`src/rtl/iram_loader_if.sv`:
```
// Host byte stream, control and instruction-RAM write port of the boot loader.
// The host/bench side uses master; the loader uses slave.
interface iram_loader_if #(
  parameter int N = 32,
  parameter int K = 512
);
  localparam int LW = $clog2(K) + 1;
  localparam int AW = $clog2(K);

  logic          start;
  logic [LW-1:0] len;
  logic          abort;
  logic [7:0]    in_dat;
  logic          in_vld;
  logic          in_rdy;
  logic          wr_en;
  logic [AW-1:0] wr_addr;
  logic [N-1:0]  wr_dat;
  logic          busy;
  logic          done;
  logic          err;
  logic [LW-1:0] count;

  modport master (
    output start, len, abort, in_dat, in_vld,
    input  in_rdy, wr_en, wr_addr, wr_dat, busy, done, err, count
  );

  modport slave (
    input  start, len, abort, in_dat, in_vld,
    output in_rdy, wr_en, wr_addr, wr_dat, busy, done, err, count
  );
endinterface

```
`src/rtl/iram_loader.sv`:
```
// Boot loader: packs a little-endian byte stream into N-bit words and writes words 0..len-1.
// Latency 1 cycle last byte -> write; in_rdy is high for the whole LOAD state, no internal buffering.
module iram_loader #(
  parameter int N = 32,
  parameter int K = 512
) (
  input  logic          clk_i,
  input  logic          rst_ni,
  iram_loader_if.slave  bus
);
  localparam int BYTES = N / 8;
  localparam int LW    = $clog2(K) + 1;
  localparam int AW    = $clog2(K);
  localparam int LNW   = (BYTES > 1) ? $clog2(BYTES) : 1;

  typedef enum logic {IDLE, LOAD} state_e;

  state_e         state_q, state_d;
  logic [LW-1:0]  len_q, len_d;
  logic [AW-1:0]  idx_q, idx_d;
  logic [LNW-1:0] lane_q, lane_d;
  logic [N-1:0]   word_q, word_d;
  logic           wr_en_q, wr_en_d;
  logic [AW-1:0]  wr_addr_q, wr_addr_d;
  logic [N-1:0]   wr_dat_q, wr_dat_d;
  logic           done_q, done_d;
  logic           err_q, err_d;
  logic [LW-1:0]  count_q, count_d;

  logic           accept;
  logic           last_lane;
  logic           last_word;
  logic [N-1:0]   word_asm;

  // Abort beats a coincident byte, so a completing byte is dropped rather than written.
  assign accept    = (state_q == LOAD) && bus.in_vld && !bus.abort;
  assign last_lane = (lane_q == LNW'(BYTES - 1));
  assign last_word = ({1'b0, idx_q} == (len_q - LW'(1)));

  always_comb begin
    word_asm = word_q;
    word_asm[{lane_q, 3'b000} +: 8] = bus.in_dat;
  end

  always_comb begin
    state_d   = state_q;
    len_d     = len_q;
    idx_d     = idx_q;
    lane_d    = lane_q;
    word_d    = word_q;
    count_d   = count_q;
    wr_en_d   = 1'b0;
    wr_addr_d = wr_addr_q;
    wr_dat_d  = wr_dat_q;
    done_d    = 1'b0;
    err_d     = 1'b0;
    case (state_q)
      IDLE: begin
        if (bus.start) begin
          if (bus.len == '0) begin
            done_d  = 1'b1;
            count_d = '0;
          end else if (bus.len > LW'(K)) begin
            err_d = 1'b1;
          end else begin
            state_d = LOAD;
            len_d   = bus.len;
            idx_d   = '0;
            lane_d  = '0;
            word_d  = '0;
            count_d = '0;
          end
        end
      end
      LOAD: begin
        if (bus.abort) begin
          state_d = IDLE;
          lane_d  = '0;
          word_d  = '0;
        end else if (accept) begin
          word_d = word_asm;
          if (last_lane) begin
            lane_d    = '0;
            wr_en_d   = 1'b1;
            wr_addr_d = idx_q;
            wr_dat_d  = word_asm;
            count_d   = count_q + LW'(1);
            if (last_word) begin
              state_d = IDLE;
              done_d  = 1'b1;
            end else begin
              idx_d = idx_q + AW'(1);
            end
          end else begin
            lane_d = lane_q + LNW'(1);
          end
        end
      end
      default: state_d = IDLE;
    endcase
  end

  always_ff @(posedge clk_i or negedge rst_ni) begin
    if (!rst_ni) begin
      state_q   <= IDLE;
      len_q     <= '0;
      idx_q     <= '0;
      lane_q    <= '0;
      word_q    <= '0;
      wr_en_q   <= 1'b0;
      wr_addr_q <= '0;
      wr_dat_q  <= '0;
      done_q    <= 1'b0;
      err_q     <= 1'b0;
      count_q   <= '0;
    end else begin
      state_q   <= state_d;
      len_q     <= len_d;
      idx_q     <= idx_d;
      lane_q    <= lane_d;
      word_q    <= word_d;
      wr_en_q   <= wr_en_d;
      wr_addr_q <= wr_addr_d;
      wr_dat_q  <= wr_dat_d;
      done_q    <= done_d;
      err_q     <= err_d;
      count_q   <= count_d;
    end
  end

  assign bus.in_rdy  = (state_q == LOAD);
  assign bus.busy    = (state_q == LOAD);
  assign bus.wr_en   = wr_en_q;
  assign bus.wr_addr = wr_addr_q;
  assign bus.wr_dat  = wr_dat_q;
  assign bus.done    = done_q;
  assign bus.err     = err_q;
  assign bus.count   = count_q;
endmodule

```
`src/flat_wrapper.sv`:
```
// flat-port wrapper written by rule: the top's interface ports become plain ports
module iram_loader_flat 
#(
  parameter int N = 32,
  parameter int K = 512
)
  (clk_i, rst_ni, bus_start, bus_len, bus_abort, bus_in_dat, bus_in_vld, bus_in_rdy, bus_wr_en, bus_wr_addr, bus_wr_dat, bus_busy, bus_done, bus_err, bus_count);
  iram_loader_if #(.N(N), .K(K)) bus_i ();
  input  logic clk_i;
  input  logic rst_ni;
  input wire logic [$bits(bus_i.start)-1:0] bus_start;
  input wire logic [$bits(bus_i.len)-1:0] bus_len;
  input wire logic [$bits(bus_i.abort)-1:0] bus_abort;
  input wire logic [$bits(bus_i.in_dat)-1:0] bus_in_dat;
  input wire logic [$bits(bus_i.in_vld)-1:0] bus_in_vld;
  output wire logic [$bits(bus_i.in_rdy)-1:0] bus_in_rdy;
  output wire logic [$bits(bus_i.wr_en)-1:0] bus_wr_en;
  output wire logic [$bits(bus_i.wr_addr)-1:0] bus_wr_addr;
  output wire logic [$bits(bus_i.wr_dat)-1:0] bus_wr_dat;
  output wire logic [$bits(bus_i.busy)-1:0] bus_busy;
  output wire logic [$bits(bus_i.done)-1:0] bus_done;
  output wire logic [$bits(bus_i.err)-1:0] bus_err;
  output wire logic [$bits(bus_i.count)-1:0] bus_count;
  assign bus_i.start = bus_start;
  assign bus_i.len = bus_len;
  assign bus_i.abort = bus_abort;
  assign bus_i.in_dat = bus_in_dat;
  assign bus_i.in_vld = bus_in_vld;
  assign bus_in_rdy = bus_i.in_rdy;
  assign bus_wr_en = bus_i.wr_en;
  assign bus_wr_addr = bus_i.wr_addr;
  assign bus_wr_dat = bus_i.wr_dat;
  assign bus_busy = bus_i.busy;
  assign bus_done = bus_i.done;
  assign bus_err = bus_i.err;
  assign bus_count = bus_i.count;
  iram_loader #(.N(N), .K(K)) u_core (.clk_i(clk_i), .rst_ni(rst_ni), .bus(bus_i));
endmodule
```
`config.mk`:
```
export PLATFORM = sky130hd
export DESIGN_NAME = iram_loader_flat
export DESIGN_NICKNAME = d
export VERILOG_FILES = /design/src/rtl/iram_loader_if.sv /design/src/rtl/iram_loader.sv /design/src/flat_wrapper.sv
export SDC_FILE = /design/constraint.sdc
export NUM_CORES = 1
export LEC_CHECK = 0
export BUFFER_PORTS_ARGS = -buffer_cell sky130_fd_sc_hd__buf_4
export CORE_ASPECT_RATIO = 0.7
export CORE_MARGIN = 1
export CORE_UTILIZATION = 60
export CTS_CLUSTER_SIZE = 40
export DETAILED_ROUTE_END_ITERATION = 12
export PLACE_DENSITY = 0.83
export SYNTH_ARGS = -nofsm -noshare
export SYNTH_HDL_FRONTEND = slang
export SYNTH_SLANG_ARGS = --single-unit
```
`constraint.sdc`:
```
create_clock -name clk_i -period 4.7 [get_ports clk_i]
set_clock_uncertainty 0.2 [all_clocks]
set_input_delay 0.705 -clock clk_i [delete_from_list [all_inputs] [get_ports clk_i]]
set_output_delay 0.705 -clock clk_i [all_outputs]
set_load 0.03 [all_outputs]
```
==> results.cfg <==
[status]
status = complete, no violations

[clock_tree]
cts_max_level = 3
clock-root-buffer = clkbuf_16
cts_buffers = 9
cts_tree = done
post-cts-setup-buffers = 0
cts.sinks = 108
ctsResizeCount = 0
cts_hold_buf = 0
path_clk_slew_ps = 80
clock_path_buffers = 2
clock_latency_ps = 350

[power_and_ir_drop]
p_leak_nw = 2.92
power_switching_mw = 0.584
p_int_mw = 1.44
combPwrFrac_pct = 13.8
seqPwrFrac_pct = 49.9
ir_drop_v = 0.000222
p_per_area_nw_per_um2 = 345
swShare_pct = 28.9
p_clk_share_pct = 36.3

[timing]
maxSlewViolCount = 0
fin_crit_sh_pct = 70.2
setup_viol = 0
fin_tns_setup_ps = 0
max_freq_ghz = 0.303
hold_viol_final = 0
tightest_slew_ps = 1280
relSlewSlack_pct = 14.6
rsz0062_at_grt = no
period_needed_ps = 3300

[logic_synthesis]
avgSynthCellArea_um2 = 9.96
synth_edf_count = 0
synthDistinctLibCells = 46
ys_ff_latch = 108
ys.flop_type = dfrtp_1
yosys_warnings = 0
syn-cell-area_um2 = 4960
synth.area.top_cells = dfrtp_1 54%, nor2_1 6.2%, a221oi_1 5.6%, a22o_1 5.6%, nand2_1 4.8%
yosysTopAreaCellShare_pct = 54.5
yosysTopAreaCell = dfrtp_1
syn-num-nets = 530
ys_seq_area_share_pct = 54.5
syn_inst = 498
synthArstFlopShare_pct = 100

[place]
gp_congestion = 0.863
dpl_cell_area_um2 = 5570
dp.cells = 648
dp.final_hpwl_um = 8220
port_buffers = 78

[grt]
grt_pass1_vias = 3920
grt_overflow = 0
antenna_found_initial = 0
grt_max_degree = 81
grt_first_pass_wirelength_um = 20200
grtUsageTotal_pct = 29.7

[worst_setup_path]
r2r_cells = 8
r2r_setup_slack_ps = 1400
cp_data_required_time_ps = 4770
r2r-start = u_core.len_q[0]$_DFFE_PN0P_
critPathKind = reg -> reg
path_max_fanout = 17
startpoint_type = register
crit_path_end_kind = register
cp.arrival_ps = 3370
r2r-end = u_core.idx_q[0]$_DFFE_PN0P_

[floorplan]
die_h_um = 78.1
die_w_um = 111
die_area_um2 = 8640
initial_core_util_pct = 62.5
io_pins = 79
placementRows = 27
core-area_um2 = 7940

[cells_and_area]
antenna_cells = 0
areaGrowthSynthToFinish_pct = 17.9
layout.nets = 590
final_area_um2 = 5850
final_cells = 664
post-route-util_pct = 73.7
mostFrequentLayoutCells = 108 x dfrtp_1, 82 x nor2_1, 82 x buf_4
final_common_cell = dfrtp_1
drive_above_1_share_pct = 19.4

[drt]
wl_per_cell_um = 18.5
viasPerCell = 6.14
dr.pass1.iters = 5
drt-initial-drc-count = 338
routed_wl_um = 12300
via_count = 4079
drc_errors = 0
ant_nets = 0

[hold_path]
timing.hold.worst_path_depth = 2
hold_end = u_core.bus.wr_addr[6]$_DFFE_PN0P_
holdCritStartpoint = u_core.bus.wr_addr[6]$_DFFE_PN0P_
hold_path_class = reg -> reg

[job]
drv_cap = 0
## logic make-up after synthesis
family	share of synthesized area [%]
simple gates	18.9
buf+inv	3.56
fa+ha+maj	2.27
flops	54.5
mux	0.202
xor+xnor	3.35
compound gates	17.2
## flip-flops by register name, indices dropped and copies added (netlist names), 2 cells and up
register,count
u_core.bus.count,10
u_core.bus.wr_addr,9
u_core.bus.wr_dat,32
u_core.idx_q,9
u_core.lane_q,2
u_core.len_q,10
u_core.word_q,32
## per-layer routing
layer	wire length, um	global-route usage, %
met3	742	5.64
met4	213	9.73
met1	5700	43.5
met5	0	0
met2	5640	45.1
## metrics by stage
step / worst slack, ps / total power, mW / hold slack [ps]
2_1_floorplan: 2130 / 1.20 / 209
3_3_place_gp: 1520 / 1.29 / 263
3_5_place_dp: 1430 / 1.30 / 264
4_1_cts: 1440 / 2.03 / 294
5_1_grt: 1190 / 2.10 / 313
6_report: 1400 / 2.02 / 290
## power groups by stage
stage	Sequential, mW	Clock [mW]	Combinational, mW
global placement	1.02	0	0.268
detailed placement	1.02	0	0.277
finish	1.01	0.733	0.280
floorplan	1.04	0	0.162
global route	1.01	0.778	0.307
CTS	1.01	0.743	0.278
## cell type report
class                           instances  area [um2]
Clock inverter                          7        56.3
Tap cell                              101         126
Fill cell                             564        2090
Inverter                               11        41.3
Clock buffer                            9         225
Multi-Input combinational cell        346        2080
Sequential cell                       108        2700
Timing Repair Buffer                   82         616
## critical path, stage by stage, from the launching register on
cell	delay (ps)
dfrtp_1	430
inv_1	90
ha_1	270
nor3b_1	370
nor4bb_1	310
o21ai_0	140
a211oi_2	910
nand2b_1	280
mux2i_1	230
## cells in the mapped netlist, drive strengths merged (4+ instances only)
cell,count
inv,9
nor2,82
or3,9
ha,9
xnor2,8
a21oi,15
a22o,32
dfrtp,108
a221oi,32
or2,5
buf,13
nand4,7
nand2b,5
nand3,7
nor4,6
o21ai,19
nor3,4
xor2,11
clkbuf,20
and3,6
nand2,64
## worst max-delay path by stage
| stage | endpoint | start | cells after the start | slack (ps) |
|---|---|---|---|---|
| floorplan | u_core.word_q[24]$_DFFE_PN0P_ | u_core.lane_q[0]$_DFFE_PN0P_ | 6 | 2130 |
| global placement | u_core.len_q[1]$_DFFE_PN0P_ | bus_len[2] | 6 | 1520 |
| detailed placement | u_core.idx_q[0]$_DFFE_PN0P_ | u_core.len_q[0]$_DFFE_PN0P_ | 8 | 1430 |
| CTS | u_core.idx_q[0]$_DFFE_PN0P_ | u_core.len_q[0]$_DFFE_PN0P_ | 8 | 1440 |
| global route | u_core.idx_q[0]$_DFFE_PN0P_ | u_core.len_q[0]$_DFFE_PN0P_ | 9 | 1190 |
| finish | u_core.idx_q[0]$_DFFE_PN0P_ | u_core.len_q[0]$_DFFE_PN0P_ | 8 | 1400 |
No activity file was read; power rests on OpenSTA's default activity.
